[src/rtl/toy_mem_pkg.sv]
// Shared types, constants and sizing helpers for the toy memory arbiter.
package toy_mem_pkg;

   // Arbiter FSM states
   typedef enum logic [1:0] {
      ARB_IDLE   = 2'd0,
      ARB_BUSY_I = 2'd1,
      ARB_BUSY_D = 2'd2
   } arb_state_t;

   // Memory transfer direction
   localparam logic RW_READ  = 1'b0;
   localparam logic RW_WRITE = 1'b1;

   // Counter width for a counter that must hold values 0..n-1 (at least 1 bit)
   function automatic int unsigned cnt_w(input int unsigned n);
      return (n < 2) ? 1 : $clog2(n);
   endfunction

endpackage

[src/rtl/toy_mem_wdog.sv]
// Watchdog: counts BUSY cycles without MREADY and flags when the abort point is reached.
module toy_mem_wdog
   import toy_mem_pkg::*;
#(
   parameter int unsigned TIMEOUT = 16
) (
   input  logic CLK,
   input  logic RSTN,
   input  logic clr,
   input  logic en,
   output logic expire_c
);

   localparam int unsigned CW = cnt_w(TIMEOUT);

   logic [CW-1:0] cnt_q;

   // Wait counter: cleared when a transaction starts, advanced on each stalled cycle
   always_ff @(posedge CLK or negedge RSTN) begin
      if (!RSTN) begin
         cnt_q <= '0;
      end else if (clr) begin
         cnt_q <= '0;
      end else if (en) begin
         cnt_q <= cnt_q + CW'(1);
      end
   end

   assign expire_c = (cnt_q == CW'(TIMEOUT - 1));

endmodule

[src/rtl/toy_mem_arbiter.sv]
// Arbitrates one single-port memory between instruction fetch and load/store traffic.
module toy_mem_arbiter
   import toy_mem_pkg::*;
#(
   parameter int unsigned AW         = 30,
   parameter int unsigned DW         = 32,
   parameter int unsigned TIMEOUT    = 16,
   parameter int unsigned STARVE_LIM = 4
) (
   input  logic          CLK,
   input  logic          RSTN,
   input  logic          IREQ,
   input  logic [AW-1:0] IADDR,
   output logic          IGNT,
   output logic          IVALID,
   output logic [DW-1:0] IRDATA,
   input  logic          DREQ,
   input  logic          DRW,
   input  logic [AW-1:0] DADDR,
   input  logic [DW-1:0] DWDATA,
   output logic          DGNT,
   output logic          DVALID,
   output logic [DW-1:0] DRDATA,
   output logic          MREQ,
   output logic          MRW,
   output logic [AW-1:0] MADDR,
   output logic [DW-1:0] MWDATA,
   input  logic [DW-1:0] MRDATA,
   input  logic          MREADY,
   output logic          ERR
);

   localparam int unsigned SW = cnt_w(STARVE_LIM + 1);

   arb_state_t    state_q;
   arb_state_t    state_nxt;
   logic [SW-1:0] starve_q;
   logic          grant_i_c;
   logic          grant_d_c;
   logic          done_c;
   logic          abort_c;
   logic          wd_en_c;
   logic          wd_expire_c;

   toy_mem_wdog #(
      .TIMEOUT (TIMEOUT)
   ) u_wdog (
      .CLK      (CLK),
      .RSTN     (RSTN),
      .clr      (grant_i_c | grant_d_c),
      .en       (wd_en_c),
      .expire_c (wd_expire_c)
   );

   // State register
   always_ff @(posedge CLK or negedge RSTN) begin
      if (!RSTN) begin
         state_q <= ARB_IDLE;
      end else begin
         state_q <= state_nxt;
      end
   end

   // Next state and per-edge strobes; D wins ties unless I-side has been starved
   always_comb begin
      state_nxt = state_q;
      grant_i_c = 1'b0;
      grant_d_c = 1'b0;
      done_c    = 1'b0;
      abort_c   = 1'b0;
      wd_en_c   = 1'b0;
      case (state_q)
         ARB_IDLE: begin
            if (DREQ && !(IREQ && (starve_q == SW'(STARVE_LIM)))) begin
               grant_d_c = 1'b1;
               state_nxt = ARB_BUSY_D;
            end else if (IREQ) begin
               grant_i_c = 1'b1;
               state_nxt = ARB_BUSY_I;
            end
         end
         ARB_BUSY_I, ARB_BUSY_D: begin
            if (MREADY) begin
               done_c    = 1'b1;
               state_nxt = ARB_IDLE;
            end else if (wd_expire_c) begin
               abort_c   = 1'b1;
               state_nxt = ARB_IDLE;
            end else begin
               wd_en_c = 1'b1;
            end
         end
         default: state_nxt = ARB_IDLE;
      endcase
   end

   // Registered outputs: memory request latches, grant/valid pulses, read data, starve counter
   always_ff @(posedge CLK or negedge RSTN) begin
      if (!RSTN) begin
         IGNT     <= 1'b0;
         DGNT     <= 1'b0;
         IVALID   <= 1'b0;
         DVALID   <= 1'b0;
         ERR      <= 1'b0;
         IRDATA   <= '0;
         DRDATA   <= '0;
         MREQ     <= 1'b0;
         MRW      <= RW_READ;
         MADDR    <= '0;
         MWDATA   <= '0;
         starve_q <= '0;
      end else begin
         IGNT   <= grant_i_c;
         DGNT   <= grant_d_c;
         IVALID <= (done_c | abort_c) && (state_q == ARB_BUSY_I);
         DVALID <= (done_c | abort_c) && (state_q == ARB_BUSY_D);
         ERR    <= abort_c;

         if (grant_i_c || grant_d_c) begin
            MREQ <= 1'b1;
         end else if (done_c || abort_c) begin
            MREQ <= 1'b0;
         end

         if (grant_d_c) begin
            MADDR  <= DADDR;
            MRW    <= DRW;
            MWDATA <= DWDATA;
         end else if (grant_i_c) begin
            MADDR <= IADDR;
            MRW   <= RW_READ;
         end

         if (done_c && (MRW == RW_READ)) begin
            if (state_q == ARB_BUSY_I) begin
               IRDATA <= MRDATA;
            end else begin
               DRDATA <= MRDATA;
            end
         end

         if (grant_i_c) begin
            starve_q <= '0;
         end else if (grant_d_c) begin
            if (!IREQ) begin
               starve_q <= '0;
            end else if (starve_q != SW'(STARVE_LIM)) begin
               starve_q <= starve_q + SW'(1);
            end
         end
      end
   end

endmodule

[config.mk]
export PLATFORM = sky130hd
export DESIGN_NAME = toy_mem_arbiter
export DESIGN_NICKNAME = d
export VERILOG_FILES = /design/src/rtl/toy_mem_pkg.sv /design/src/rtl/toy_mem_wdog.sv /design/src/rtl/toy_mem_arbiter.sv
export SDC_FILE = /design/constraint.sdc
export NUM_CORES = 1
export LEC_CHECK = 0
export CORE_MARGIN = 1
export CORE_UTILIZATION = 42
export DETAILED_ROUTE_END_ITERATION = 6
export GPL_ROUTABILITY_DRIVEN = 0
export PLACE_DENSITY = 0.8
export SLEW_MARGIN = 20
export SYNTH_ARGS = -nofsm -noshare
export SYNTH_HDL_FRONTEND = slang
export SYNTH_SLANG_ARGS = --single-unit
[constraint.sdc]
create_clock -name CLK -period 2.3 [get_ports CLK]
set_input_delay 0.345 -clock CLK [delete_from_list [all_inputs] [get_ports CLK]]
set_output_delay 0.345 -clock CLK [all_outputs]
set_load 0.1 [all_outputs]
---- Word-level counts from Yosys, hierarchy flattened ----
Cells that the tools add are included.
cells by class
  $add $sub $neg .......................... 2
  eq/ne operators ......................... 8
  muxes and demuxes ....................... 30
  bitwise gates (word level) .............. 4
  reductions and logical operators ........ 17
operators by type and width
  operator             count
  $mux 30              2
  $mux 1               17
  $mux 3               4
  $mux 2               4
  $mux 4               2
  $reduce_and 2->1     4
  $ne 3x3->1 const B   2
  $reduce_bool 2->1    3
  $logic_and 1x1->1    5
  $add 4x1->4 const B  1
  $eq 4x4->1 const B   1
  $pmux 2 s2           1
  $add 3x1->3 const B  1
  $eq 3x3->1 const B   1
  $ne 3x1->1 const B   1
  $ne 3x2->1 const B   1
  $eq 2x1->1 const B   1
  $eq 2x2->1 const B   1
  $logic_not 2->1      1
  $logic_or 1x1->1     2
  $not 1->1            2
  $or 1x1->1           2
  $reduce_or 2->1      1
  $logic_not 1->1      1
word-level totals
  register bits ........................... 142
  bits of input ports ..................... 130
  output and inout port bits .............. 133
  word-level logic and storage cells ...... 75

---- Depth between registers and ports, before layout ----
Gate-level depths: netlist of the first run.
  depth in word-level cells ............... 8
  mapped depth ............................ 8
  depth with buffers taken out ............ 6

---- Modules after synthesis ----
A second synthesis of the first run with hierarchy kept.
unflattened totals
  cell total of the unflattened synthesis .. 444
  area, all modules ....................... 5936.9 um^2
by module, submodules not included
  module           instances  cells each  area each (um^2)  seq. area each (um^2)
  toy_mem_arbiter  1          427         5738.0            3453.3
  toy_mem_wdog     1          17          198.9             100.1

---- Worst setup path after synthesis of the first run ----
No wires, ideal clock.
  path type ............................... register to register
  from .................................... reg MRW
  to ...................................... reg IRDATA[10]
  setup time .............................. 126 ps
  data arrival time ....................... 1814 ps
  required time ........................... 2174 ps
  setup slack ............................. 360 ps
  cell stages (with the launch flop) ...... 4
  buffers on the path ..................... 1
  period minus slack after synthesis ...... 1940 ps
  path through ............................ dfrtp_1 nand4b_1 buf_2 mux2_2
between the ends
  cells in the longest elaborated chain, start to end .. 3
ends and longest elaborated chain
  item                        RTL line                source
  start, declared             toy_mem_arbiter.sv:25   output logic MRW,
  start signal, assigned      toy_mem_arbiter.sv:108  MRW <= RW_READ;
  start signal, assigned      toy_mem_arbiter.sv:127  MRW <= DRW;
  start signal, assigned      toy_mem_arbiter.sv:131  MRW <= RW_READ;
  $not 1->1                   toy_mem_arbiter.sv:134  if (done_c && (MRW == RW_READ)) begin
  $logic_and 1x1->1           toy_mem_arbiter.sv:134
  $reduce_and 2->1 (no line)  -
  end signal, assigned        toy_mem_arbiter.sv:105  IRDATA <= '0;
  end signal, assigned        toy_mem_arbiter.sv:136  IRDATA <= MRDATA;
  end, declared               toy_mem_arbiter.sv:16   output logic [DW-1:0] IRDATA,
Every way passes these cells.
A chain may end at the register's enable or synchronous reset.

---- Worst setup path in the final report of the first run ----
  from .................................... reg starve_q[0]
  to ...................................... reg MADDR[26]
between the ends
  cells in the longest elaborated chain, start to end .. 7
  elaborated cells between the ends (all ways) .. 10
  those cells by class .................... eq/ne: 1; mux: 5; reduce/logical: 4
ends and longest elaborated chain
  item                                          RTL line                source
  start, declared                               toy_mem_arbiter.sv:37   logic [SW-1:0] starve_q;
  start signal, assigned                        toy_mem_arbiter.sv:148  starve_q <= starve_q + SW'(1);
  $eq 3x3->1 *                                  toy_mem_arbiter.sv:74   if (DREQ && !(IREQ && (starve_q == SW'(STARVE_LIM)))) begin
  $logic_and 1x1->1 *                           toy_mem_arbiter.sv:74
  $logic_not 1->1 *                             toy_mem_arbiter.sv:74
  $logic_and 1x1->1 *                           toy_mem_arbiter.sv:74
  $mux 1                                        toy_mem_arbiter.sv:74
  $mux 1                                        toy_mem_arbiter.sv:72   case (state_q)
  $mux 30 or $reduce_bool 2->1 (tied branches)  -
  end signal, assigned                          toy_mem_arbiter.sv:109  MADDR <= '0;
  end signal, assigned                          toy_mem_arbiter.sv:126  MADDR <= DADDR;
  end signal, assigned                          toy_mem_arbiter.sv:130  MADDR <= IADDR;
  end, declared                                 toy_mem_arbiter.sv:26   output logic [AW-1:0] MADDR,
Mark *: on every way between the ends. The rest lies on a longest branch, timed or not.

==> results of run 1 <==
-- critical path, delay by kind of cell, from the launching register on --
family	cells	cell delay, ns
and+or+nand+nor	1	0.81
adders and majority gates	1	0.23
DFF	1	0.39
AOI/OAI and AO/OA	2	0.47
buffers and inverters	1	0.10
-- layer usage --
metal / share of wire (%) / track usage, % / wire length, um
met1: 40 / 26.1 / 6280
met2: 50 / 36.3 / 7890
met3: 7.7 / 6.13 / 1220
met4: 2.6 / 9.49 / 413
met5: 0 / 0 / 0
-- logic make-up (layout without fill, tap and decap cells) --
logic type / after synthesis / count (layout) / share of synthesized area, %
AOI/OAI and AO/OA: 112 / 112 / 12.2
adders and majority gates: 6 / 6 / 1.24
buffers and inverters: 42 / 318 / 3.78
DFF: 142 / 142 / 58.9
muxes: 96 / 96 / 19.5
and+or+nand+nor: 53 / 53 / 4.36
-- metrics by stage --
step	worst slack [ns]	utilization [%]	instance area, um^2	setup TNS, ns
6_report	0.235	66.0	9190	0
3_3_place_gp	0.0499	61.4	8550	0
3_5_place_dp	-0.0819	61.4	8550	-0.390
2_1_floorplan	0.360	-	6030	0
5_1_grt	0.0949	66.0	9190	0
4_1_cts	0.261	66.0	9190	0
-- layout make-up --
| cell class | count | area, um^2 | area share [%] |
|---|---|---|---|
| Inverter | 7 | 28.8 | 0.313 |
| Clock buffer | 22 | 474 | 5.16 |
| Sequential cell | 142 | 3550 | 38.7 |
| Clock inverter | 9 | 156 | 1.70 |
| Tap cell | 180 | 225 | 2.45 |
| Timing Repair Buffer | 280 | 2500 | 27.2 |
| Multi-Input combinational cell | 267 | 2250 | 24.5 |
-- registers in the layout (all words and copies together), names as in the netlist, 2 cells and up --
register / flops
state_q: 2
MADDR: 30
u_wdog.cnt_q: 4
IRDATA: 32
DRDATA: 32
starve_q: 3
MWDATA: 32
-- path summary, 6_finish.rpt --
| kind | endpoint | slack [ns] |
|---|---|---|
| worst min-delay path | IRDATA[6] | 0.48 |
| worst max register to register | MADDR[26] | 0.24 |
| worst min register to register | DRDATA[5] | 0.48 |
| min in group CLK | DRDATA[5] | 0.48 |
| max in group asynchronous | IRDATA[12] | 1.11 |
| worst max-delay path | MADDR[26] | 0.24 |
-- layout by cell type, fill, tap and decap left out, types with 3 or more instances in the layout --
cell type,count
sky130_fd_sc_hd__mux2_2,65
sky130_fd_sc_hd__ha_1,6
sky130_fd_sc_hd__clkbuf_16,17
sky130_fd_sc_hd__mux2_4,26
sky130_fd_sc_hd__dfrtp_1,142
sky130_fd_sc_hd__bufinv_16,4
sky130_fd_sc_hd__inv_1,6
sky130_fd_sc_hd__mux2_1,5
sky130_fd_sc_hd__and2_1,3
sky130_fd_sc_hd__o21ai_0,33
sky130_fd_sc_hd__nand3_1,3
sky130_fd_sc_hd__clkbuf_8,3
sky130_fd_sc_hd__nor2_1,34
sky130_fd_sc_hd__buf_12,6
sky130_fd_sc_hd__a41oi_1,30
sky130_fd_sc_hd__a21oi_1,33
sky130_fd_sc_hd__buf_4,144
sky130_fd_sc_hd__nand2_1,3
sky130_fd_sc_hd__clkdlybuf4s50_1,128
==> results.rst, run 1 <==
.. list-table::
   :header-rows: 1

   * - Metric
     - Value
   * - TritonCTS sink count
     - around 140
   * - Post-Route Skew
     - between 0.009 and 0.01 ns
   * - Beginning of the critical path
     - starve_q[0]
   * - Synth Area per Inst
     - around 13 um^2
   * - Number of nets in the final layout
     - ~850
   * - Total CTS buffers
     - 17
   * - Synth warn
     - 0
   * - Async set or reset register ratio after synthesis
     - 100%
   * - Crit Path Class
     - register to register
   * - Max Clock Freq
     - 0.484 GHz
   * - Average wire per cell in the routed design
     - 17.4 um
   * - Number of flops mapped to enable cells by yosys
     - 0
   * - Maximum number of buffers from clock root to sink
     - 2
   * - Critical path required time
     - roughly 2.6 ns
   * - Top cell type's share of synthesized area
     - between 50% and 60%
   * - Largest net degree at the start of global routing
     - 61
   * - Global-route wire length before repair
     - approximately 25 mm
   * - CTS root buffer
     - sky130_fd_sc_hd__clkbuf_16
   * - Max-slew headroom
     - ~36%
   * - Clock edge transition at the registers on the reported setup and hold paths
     - 0.06 ns
   * - Worst Hold Margin
     - ~0.48 ns
   * - Total of flip-flops plus latches after synthesis
     - approximately 140
   * - CTS tree
     - yes
   * - Most frequent cell after synthesis
     - sky130_fd_sc_hd__dfrtp_1
   * - Worst-path fanout max
     - 30
   * - Number of cell instances on the worst register-to-register path
     - 5
   * - Floorplan Core Area
     - roughly 14000 um^2
   * - Path category of the worst min-delay check
     - primary input to async pin
   * - Slowest cell on the critical path
     - sky130_fd_sc_hd__and3_1
   * - Result of the run
     - complete, no violations
   * - Post-synthesis sequential area ratio
     - around three fifths
   * - Cell taking the most area after synthesis
     - sky130_fd_sc_hd__dfrtp_1
   * - Via count of the first global-routing pass
     - around 5000
   * - Summed instance area of the synthesized netlist
     - slightly above 6000 um^2
   * - Actual transition at the worst max-transition pin
     - ~0.95 ns
   * - Dpl hpwl
     - approximately 11 mm
   * - Setup-violating endpoint count in the final report
     - 0
   * - Total gr overflow
     - 0
   * - Initial antenna violation count
     - 0
   * - Period utilization
     - between 80% and 90%
   * - Nature of the critical path startpoint
     - register
   * - Maximum cell stage delay along the critical path
     - 0.81 ns
   * - Full die area
     - ~15000 um^2
   * - Post-detailed-routing wire length
     - ~16 mm
   * - Number of placement rows
     - 43
   * - RSZ-0062 raised after global routing
     - no
   * - Kind of end point of the critical path
     - register
   * - Post-placement cell count
     - ~880
   * - Count of unresolved DRC violations after routing
     - 0
   * - Number of buffers inserted by post-CTS setup repair
     - 0
   * - Effective utilization at floorplan
     - between 40% and 50%
   * - Die outline height
     - 122 um
   * - Critical path cell sequence
     - inv_1 > ha_1 > and3_1 > o21ai_0 > a21oi_1
   * - Final critical delay including setup and external delays
     - approximately 2.1 ns
   * - Ant diodes
     - 0
   * - Total of hold buffers inserted after clock tree synthesis
     - 1
   * - Arrival @ worst endpoint
     - around 2.4 ns
   * - Ratio of cells with drive above 1 in the final layout
     - a little under two fifths
   * - Vias per cell
     - between 5 and 6
   * - Total routing resource utilization after global routing
     - a little over a fifth
   * - DR pass1 iterations
     - 5
   * - Number of pins exceeding their max-slew limit in the final report
     - 0
   * - Count of final hold-check violations
     - 0
   * - First-iteration detailed-routing DRC count
     - ~200
   * - Cell types with the largest area share after synthesis
     - sky130_fd_sc_hd__dfrtp_1 (59%), sky130_fd_sc_hd__mux2_2 (12%), sky130_fd_sc_hd__mux2_4 (6.5%), sky130_fd_sc_hd__a41oi_1 (4.4%), sky130_fd_sc_hd__a21oi_1 (2.7%)
   * - Resize count post-CTS
     - 0
   * - Area Overhead vs Synth
     - 52.4%
   * - Commonest cells in the netlist
     - sky130_fd_sc_hd__dfrtp_1 (142), sky130_fd_sc_hd__mux2_2 (65), sky130_fd_sc_hd__nor2_1 (34)
   * - Post-synthesis instance total
     - 451
   * - Die span in x
     - ~120 um
   * - Worst-skew pair later-pin latency
     - 0.41 ns
   * - Worst reg2reg path startpoint
     - starve_q[0]
   * - Max-cap viol count
     - 0
   * - Final antenna-violating net count
     - 0
   * - Netlist cell types
     - 38
   * - Number of port buffers
     - ~260
   * - Htree depth
     - 4
   * - Boundary pin count
     - between 200 and 300
   * - Post-Syn Nets
     - between 500 and 600
   * - Count of placed standard cells in the final layout, fillers left out
     - 907
   * - Main synth FF type
     - sky130_fd_sc_hd__dfrtp_1
   * - Vias
     - 4746
   * - Number of inserted filler cells in the final layout
     - 1004
Power of run 1 is left out: the tool's default activity adds up to more than one toggle a clock period on the data nets, which glitch-free logic cannot reach.
==> run 2, diff against run 1 <==
--- a/config.mk
+++ b/config.mk
@@ -7,6 +7,7 @@
 export LEC_CHECK = 0
 export CORE_MARGIN = 1
 export CORE_UTILIZATION = 42
+export CTS_CLUSTER_SIZE = 8
 export DETAILED_ROUTE_END_ITERATION = 6
 export GPL_ROUTABILITY_DRIVEN = 0
 export PLACE_DENSITY = 0.8
==> results of run 2 <==
Same layout as run 1: the final DEF is identical, and so are final timing and power.
Power of run 2 is left out for the same reason.
==> run 3, diff against run 2 <==
--- a/config.mk
+++ b/config.mk
@@ -5,13 +5,13 @@
 export SDC_FILE = /design/constraint.sdc
 export NUM_CORES = 1
 export LEC_CHECK = 0
+export CAP_MARGIN = 0
 export CORE_MARGIN = 1
 export CORE_UTILIZATION = 42
 export CTS_CLUSTER_SIZE = 8
 export DETAILED_ROUTE_END_ITERATION = 6
 export GPL_ROUTABILITY_DRIVEN = 0
 export PLACE_DENSITY = 0.8
-export SLEW_MARGIN = 20
 export SYNTH_ARGS = -nofsm -noshare
 export SYNTH_HDL_FRONTEND = slang
 export SYNTH_SLANG_ARGS = --single-unit
==> results of run 3 <==
Same layout as run 1: the final DEF is identical, and so are final timing and power.
Power of run 3 is left out for the same reason.
